## src/rtl/regfile_pkg.sv

```systemverilog
// Shared defaults and helpers for the multi-port register file.
// Latency: n/a (compile-time constants only).
// Backpressure: n/a.
package regfile_pkg;

   localparam int DATA_W_DEF = 32;  // register / data width
   localparam int NREGS_DEF  = 16;  // architectural register count
   localparam int NRD_DEF    = 2;   // number of read ports
   localparam int PC_OFS_DEF = 8;   // offset added to pc on a PC-index read

   // Address width for a register count; never zero so a 1-entry file still
   // has a legal address port.
   function automatic int addr_w(input int nregs);
      return (nregs > 1) ? $clog2(nregs) : 1;
   endfunction

endpackage

```

## src/rtl/regfile_scoreboard.sv

```systemverilog
// Busy-bit scoreboard: one bit per register marks an outstanding producer.
// Latency: issue/writeback/flush take effect on the next rising edge.
// Backpressure: none; every issue, writeback and flush is accepted each cycle.
//
// Ports:
//   clk, rst        clock, async active-high reset (clears all busy bits)
//   iss_v, iss_a    issue of an instruction that will later write iss_a
//   we, wa          writeback that retires the producer of wa
//   flush           discard all outstanding producers
//   busy            current busy bits
module regfile_scoreboard
   import regfile_pkg::*;
#(
   parameter int NREGS  = NREGS_DEF,
   parameter int PC_IDX = NREGS_DEF - 1,
   localparam int AW    = addr_w(NREGS)
)(
   input  logic             clk,
   input  logic             rst,
   input  logic             iss_v,
   input  logic [AW-1:0]    iss_a,
   input  logic             we,
   input  logic [AW-1:0]    wa,
   input  logic             flush,
   output logic [NREGS-1:0] busy
);

   logic             set_ok;
   logic             clr_ok;
   logic [NREGS-1:0] busy_nxt;

   // The PC index never has a producer, so issuing to it is ignored.
   // Out-of-range addresses change nothing.
   assign set_ok = iss_v && (int'(iss_a) < NREGS) && (int'(iss_a) != PC_IDX);
   assign clr_ok = we && (int'(wa) < NREGS);

   always_comb begin
      busy_nxt = busy;
      if (flush) begin
         // Flush overrides any same-cycle issue.
         busy_nxt = '0;
      end else begin
         // Clear first, then set: a new producer issued to the register
         // that is being written back this cycle keeps the bit high.
         if (clr_ok) begin
            busy_nxt[wa] = 1'b0;
         end
         if (set_ok) begin
            busy_nxt[iss_a] = 1'b1;
         end
      end
   end

   always_ff @(posedge clk or posedge rst) begin
      if (rst) begin
         busy <= '0;
      end else begin
         busy <= busy_nxt;
      end
   end

endmodule

```

## src/rtl/regfile_mp.sv

```systemverilog
// Multi-read-port register file with write-first bypass, PC read alias and scoreboard.
// Latency: reads combinational (0 cycles); writes and busy updates visible after next edge.
// Backpressure: none; rd_busy flags reads whose producer has not yet written back.
//
// Ports:
//   clk, rst        clock, async active-high reset (storage and busy cleared)
//   ra / rd         NRD packed read addresses / read data (port k = slice k)
//   rd_busy         per read port: value not yet produced
//   pc              current program counter (read at PC_IDX as pc + PC_OFS)
//   we, wa, wd      writeback enable, address, data
//   iss_v, iss_a    issue of a future producer of iss_a
//   flush           drop all outstanding producers
//   busy_vec        current scoreboard bits
module regfile_mp
   import regfile_pkg::*;
#(
   parameter int DATA_W = DATA_W_DEF,
   parameter int NREGS  = NREGS_DEF,
   parameter int NRD    = NRD_DEF,
   parameter int PC_IDX = NREGS - 1,
   parameter int PC_OFS = PC_OFS_DEF,
   localparam int AW    = addr_w(NREGS)
)(
   input  logic                  clk,
   input  logic                  rst,
   input  logic [NRD*AW-1:0]     ra,
   output logic [NRD*DATA_W-1:0] rd,
   output logic [NRD-1:0]        rd_busy,
   input  logic [DATA_W-1:0]     pc,
   input  logic                  we,
   input  logic [AW-1:0]         wa,
   input  logic [DATA_W-1:0]     wd,
   input  logic                  iss_v,
   input  logic [AW-1:0]         iss_a,
   input  logic                  flush,
   output logic [NREGS-1:0]      busy_vec
);

   logic [DATA_W-1:0] mem [NREGS];
   logic              wr_ok;
   logic [DATA_W-1:0] pc_val;

   // Writes to the PC alias slot or beyond the file are dropped.
   assign wr_ok  = we && (int'(wa) < NREGS) && (int'(wa) != PC_IDX);
   assign pc_val = pc + DATA_W'(PC_OFS);

   // ------------------------------------------------------------------
   // Storage: the only place storage is written.
   // ------------------------------------------------------------------
   always_ff @(posedge clk or posedge rst) begin
      if (rst) begin
         for (int i = 0; i < NREGS; i++) begin
            mem[i] <= '0;
         end
      end else if (wr_ok) begin
         mem[wa] <= wd;
      end
   end

   // ------------------------------------------------------------------
   // Scoreboard
   // ------------------------------------------------------------------
   regfile_scoreboard #(
      .NREGS  (NREGS),
      .PC_IDX (PC_IDX)
   ) u_sb (
      .clk    (clk),
      .rst    (rst),
      .iss_v  (iss_v),
      .iss_a  (iss_a),
      .we     (we),
      .wa     (wa),
      .flush  (flush),
      .busy   (busy_vec)
   );

   // ------------------------------------------------------------------
   // Read ports: PC alias > write-first bypass > storage.
   // ------------------------------------------------------------------
   for (genvar k = 0; k < NRD; k++) begin : g_rd
      logic [AW-1:0]     a;
      logic              in_rng;
      logic              hit_pc;
      logic              hit_byp;
      logic [DATA_W-1:0] dat;

      assign a       = ra[k*AW +: AW];
      assign in_rng  = int'(a) < NREGS;
      assign hit_pc  = int'(a) == PC_IDX;
      // Writes are ignored while in reset, so the bypass is too; this keeps
      // every non-PC read at zero during reset.
      assign hit_byp = !rst && we && (wa == a);

      always_comb begin
         dat = '0;
         if (hit_pc) begin
            dat = pc_val;
         end else if (hit_byp) begin
            dat = wd;
         end else if (in_rng) begin
            dat = mem[a];
         end
      end

      assign rd[k*DATA_W +: DATA_W] = dat;
      // A value arriving through the bypass is already produced.
      assign rd_busy[k] = in_rng && !hit_pc && !hit_byp && busy_vec[a];
   end

endmodule

```

## config.mk

```make
export PLATFORM = sky130hd
export DESIGN_NAME = regfile_mp
export DESIGN_NICKNAME = d
export VERILOG_FILES = /design/src/rtl/regfile_pkg.sv /design/src/rtl/regfile_scoreboard.sv /design/src/rtl/regfile_mp.sv
export SDC_FILE = /design/constraint.sdc
export NUM_CORES = 1
export LEC_CHECK = 0
export CELL_PAD_IN_SITES_DETAIL_PLACEMENT = 2
export CELL_PAD_IN_SITES_GLOBAL_PLACEMENT = 2
export CORE_MARGIN = 3
export CORE_UTILIZATION = 30
export DETAILED_ROUTE_END_ITERATION = 16
export PLACE_DENSITY = 0.6
export REMOVE_ABC_BUFFERS = 1
export SYNTH_ARGS = -nofsm -noshare
export SYNTH_HDL_FRONTEND = slang
export SYNTH_HIERARCHICAL = 1
export SYNTH_SLANG_ARGS = --single-unit
export TNS_END_PERCENT = 1
```

## constraint.sdc

```tcl
create_clock -name clk -period 21.6 [get_ports clk]
set_clock_uncertainty 0.2 [all_clocks]
set_input_delay 4.32 -clock clk [delete_from_list [all_inputs] [get_ports clk]]
set_output_delay 4.32 -clock clk [all_outputs]
set_load 0.005 [all_outputs]
```

==> results.cfg <==
[run_status]
outcome = finished, final reports clean

[yosys]
synth_edf_count = 0
synth_area_leaders = dfrtp_1, mux4_2, mux2_2, a22oi_1, clkbuf_1
synth_top_area_share_pct = 45.6
ys.flop_type = dfrtp_1
yosysWarnings = 6
avgSynthCellArea_sq_um = 13.8
synth_cells = 2105
synthDistinctLibCells = 69
synth.cell_area_sq_um = 29000
synth_seq_cells = 528
synth_largest_area_cell = dfrtp_1
yosysSeqAreaShare_pct = 45.6
synth_async_sr_flop_share_pct = 100

[grt]
use_met3_pct = 4.72
grtUsageMet1_pct = 30.3
grt.overflow.total = 0
grt_use_met2_pct = 36.9
track_usage_pct = 22.8
grt-busiest-layer = met2
grt_max_degree = 84
grt_pass1_wl_um = 166000
grt_antenna_before_repair = 2
grt_pass1_vias = 22700

[critical_path]
crit_chain = clkbuf_8, buf_4, and3_1, buf_4, and2_2, nor2_1, a221oi_1, clkdlybuf4s50_1
critPathKind = in -> out
crit_required_ps = 17080
cp_num_buf_inv = 4
critical_path.startpoint_type = input pin
cp_top_family = buffers and inverters
worstPathArrival_ps = 8630
slowest_stage = a221oi_1
worst_path_most_repeated_cell = buf_4
critical_path.max_stage_delay_ps = 940
cp_max_fo = 58
cp-end-kind = primary output

[clock_tree]
cts_hold_buf = 0
htreeDepth = 3
clkSinkCount = 528
cts_tree = yes
clk_path_buf_depth = 3
ctsRootBufferMaster = clkbuf_16
clk_latency_ps = 590
postCtsSetupBuffers = 0
cts_resized = 0
cts_made_buffers = 66
clkTransAtPathRegs_ps = 50

[timing]
period_needed_ps = 13150
tightest_slew_ps = 1120
rsz0062_at_grt = false
fin_tns_setup_ps = 0
max-slew-margin-rel_pct = 25.1
final_hold_viol_count = 0
fin_crit_sh_pct = 60.9
maxSlewViolCount = 0
max_freq_mhz = 76.1
finalSetupViolCount = 0

[floorplanning]
ios = 167
core_area_sq_um = 95400
dieHeight_um = 317
start_util_pct = 30.4
die_x_um = 317
die_area_sq_um = 100000
row_count = 113

[final_layout]
post-route-util_pct = 35.5
mostFrequentLayoutCells = dfrtp_1, mux2_2, mux4_2, clkdlybuf4s50_1, nand2_1
mostFrequentLayoutCell = dfrtp_1
final_cells = 3469
nets = 2241
drive_above_1_share_pct = 40.7
area_growth_pct = 16.9

[power]
clkPwrFrac_pct = 35.1
p_total_w = 0.00326
p_per_area_nw_per_um2 = 96.1
power_frac_seq_pct = 41.8
pwr-share-comb_pct = 23.1
p_leak_nw = 13.5
intPower_w = 0.00234
ir_drop_v = 0.0000463
swShare_pct = 28.3
power_switching_w = 0.000920

[drt]
drc = 0
avgViaCountPerCell = 5.78
first_pass_iters = 5
wl_per_cell_um = 32.9
wl_um = 114000
drt_iter0_markers = 1312
via_count = 20100
ant_nets = 0

[run]
maxCapViolCount = 0

[placed_design]
place.gp.congestion = 0.789
dp.cells = 3352
io_buffer_count = 166
dp_hpwl_um = 68000

[worst_hold_path]
worstHoldPathType = reg -> reg
-- state kept, by name, summed over array words and instances, names as in the netlist --
register   count
mem          512
u_sb/busy     16
-- synthesized netlist by cell type (4+ instances only) --
cell type,n
a2111oi_0,10
a21boi_0,6
a21oi_1,32
a221o_1,12
a221oi_1,40
a22o_1,15
a22oi_1,74
a2bb2oi_1,5
a31oi_1,6
and2_1,4
and3_1,5
buf_1,9
buf_2,54
buf_4,22
buf_6,8
clkbuf_1,141
dfrtp_1,528
inv_1,17
mux2_2,454
mux2i_1,25
mux4_2,238
nand2_1,106
nand2b_1,8
nand3_1,21
nand3b_1,8
nand4_1,8
nor2_1,41
nor2b_1,6
nor4_1,5
o211ai_1,9
o21ai_0,63
o221ai_1,5
o22ai_1,24
or2_2,8
or3_1,5
xnor2_1,21
xor2_1,14
-- cell families after synthesis --
kind of cell,Yosys count,synth area share (%)
flip-flops,528,45.6
adder cells (fa/ha/maj),1,0.0432
buffers and inverters,252,3.99
AO/OA/AOI/OAI,329,8.17
AND/OR/NAND/NOR,243,4.17
multiplexers,717,37.0
XOR/XNOR,35,1.06
-- metrics by stage --
step	hold slack (ps)	worst slack, ps	area, sq um
3_3_place_gp	160	8440	31700
5_1_grt	185	8220	33900
3_5_place_dp	163	8400	31700
4_1_cts	176	8400	33900
6_report	174	8450	33900
2_1_floorplan	149	-1760	27900
-- worst register-to-register path: stages, from the launching register on --
cell and delay, ps:
dfrtp_1 410, inv_1 70, o32ai_1 290
-- metal layers --
metal,vias up,wire length (um),part of all wire [%]
li1,8249,-,-
met1,11000,49300,43
met2,600,53800,47
met3,167,6740,5.9
met4,2,4150,3.6
met5,-,14,0.012
-- final timing paths --
| kind | startpoint | end | slack, ps | cells past startpoint |
|---|---|---|---|---|
| setup / recovery | ra[0] | rd[12] | 8450 | 8 |
| hold / removal | mem[12] | mem[12] | 170 | 0 |
| setup reg to reg | u_sb/busy[12] | u_sb/busy[12] | 20520 | 2 |
| hold reg to reg | mem[12] | mem[12] | 170 | 0 |
| max in group asynchronous | rst | mem[390] | 15020 | 4 |
| min in group asynchronous | rst | mem[432] | 4010 | 2 |
-- power groups by stage --
stage               combinational, W  clock, W  sequential [W]
finish                      0.000752   0.00114         0.00136
floorplan                   0.000493         0         0.00131
detailed placement          0.000757         0         0.00137
CTS                         0.000763   0.00117         0.00136
global route                0.000811   0.00122         0.00139
global placement            0.000735         0         0.00135
-- cell type report --
class	count	area (sq um)
fillers	9528	61500
multi-input cells	1325	14700
flip-flops and latches	528	13200
clock buffers	102	2070
repair buffers	216	2060
well taps	1265	1580
clock inverters	14	151
inverters	18	75.1
diodes	1	2.50
Note: power is estimated with default switching activity, not from simulation.
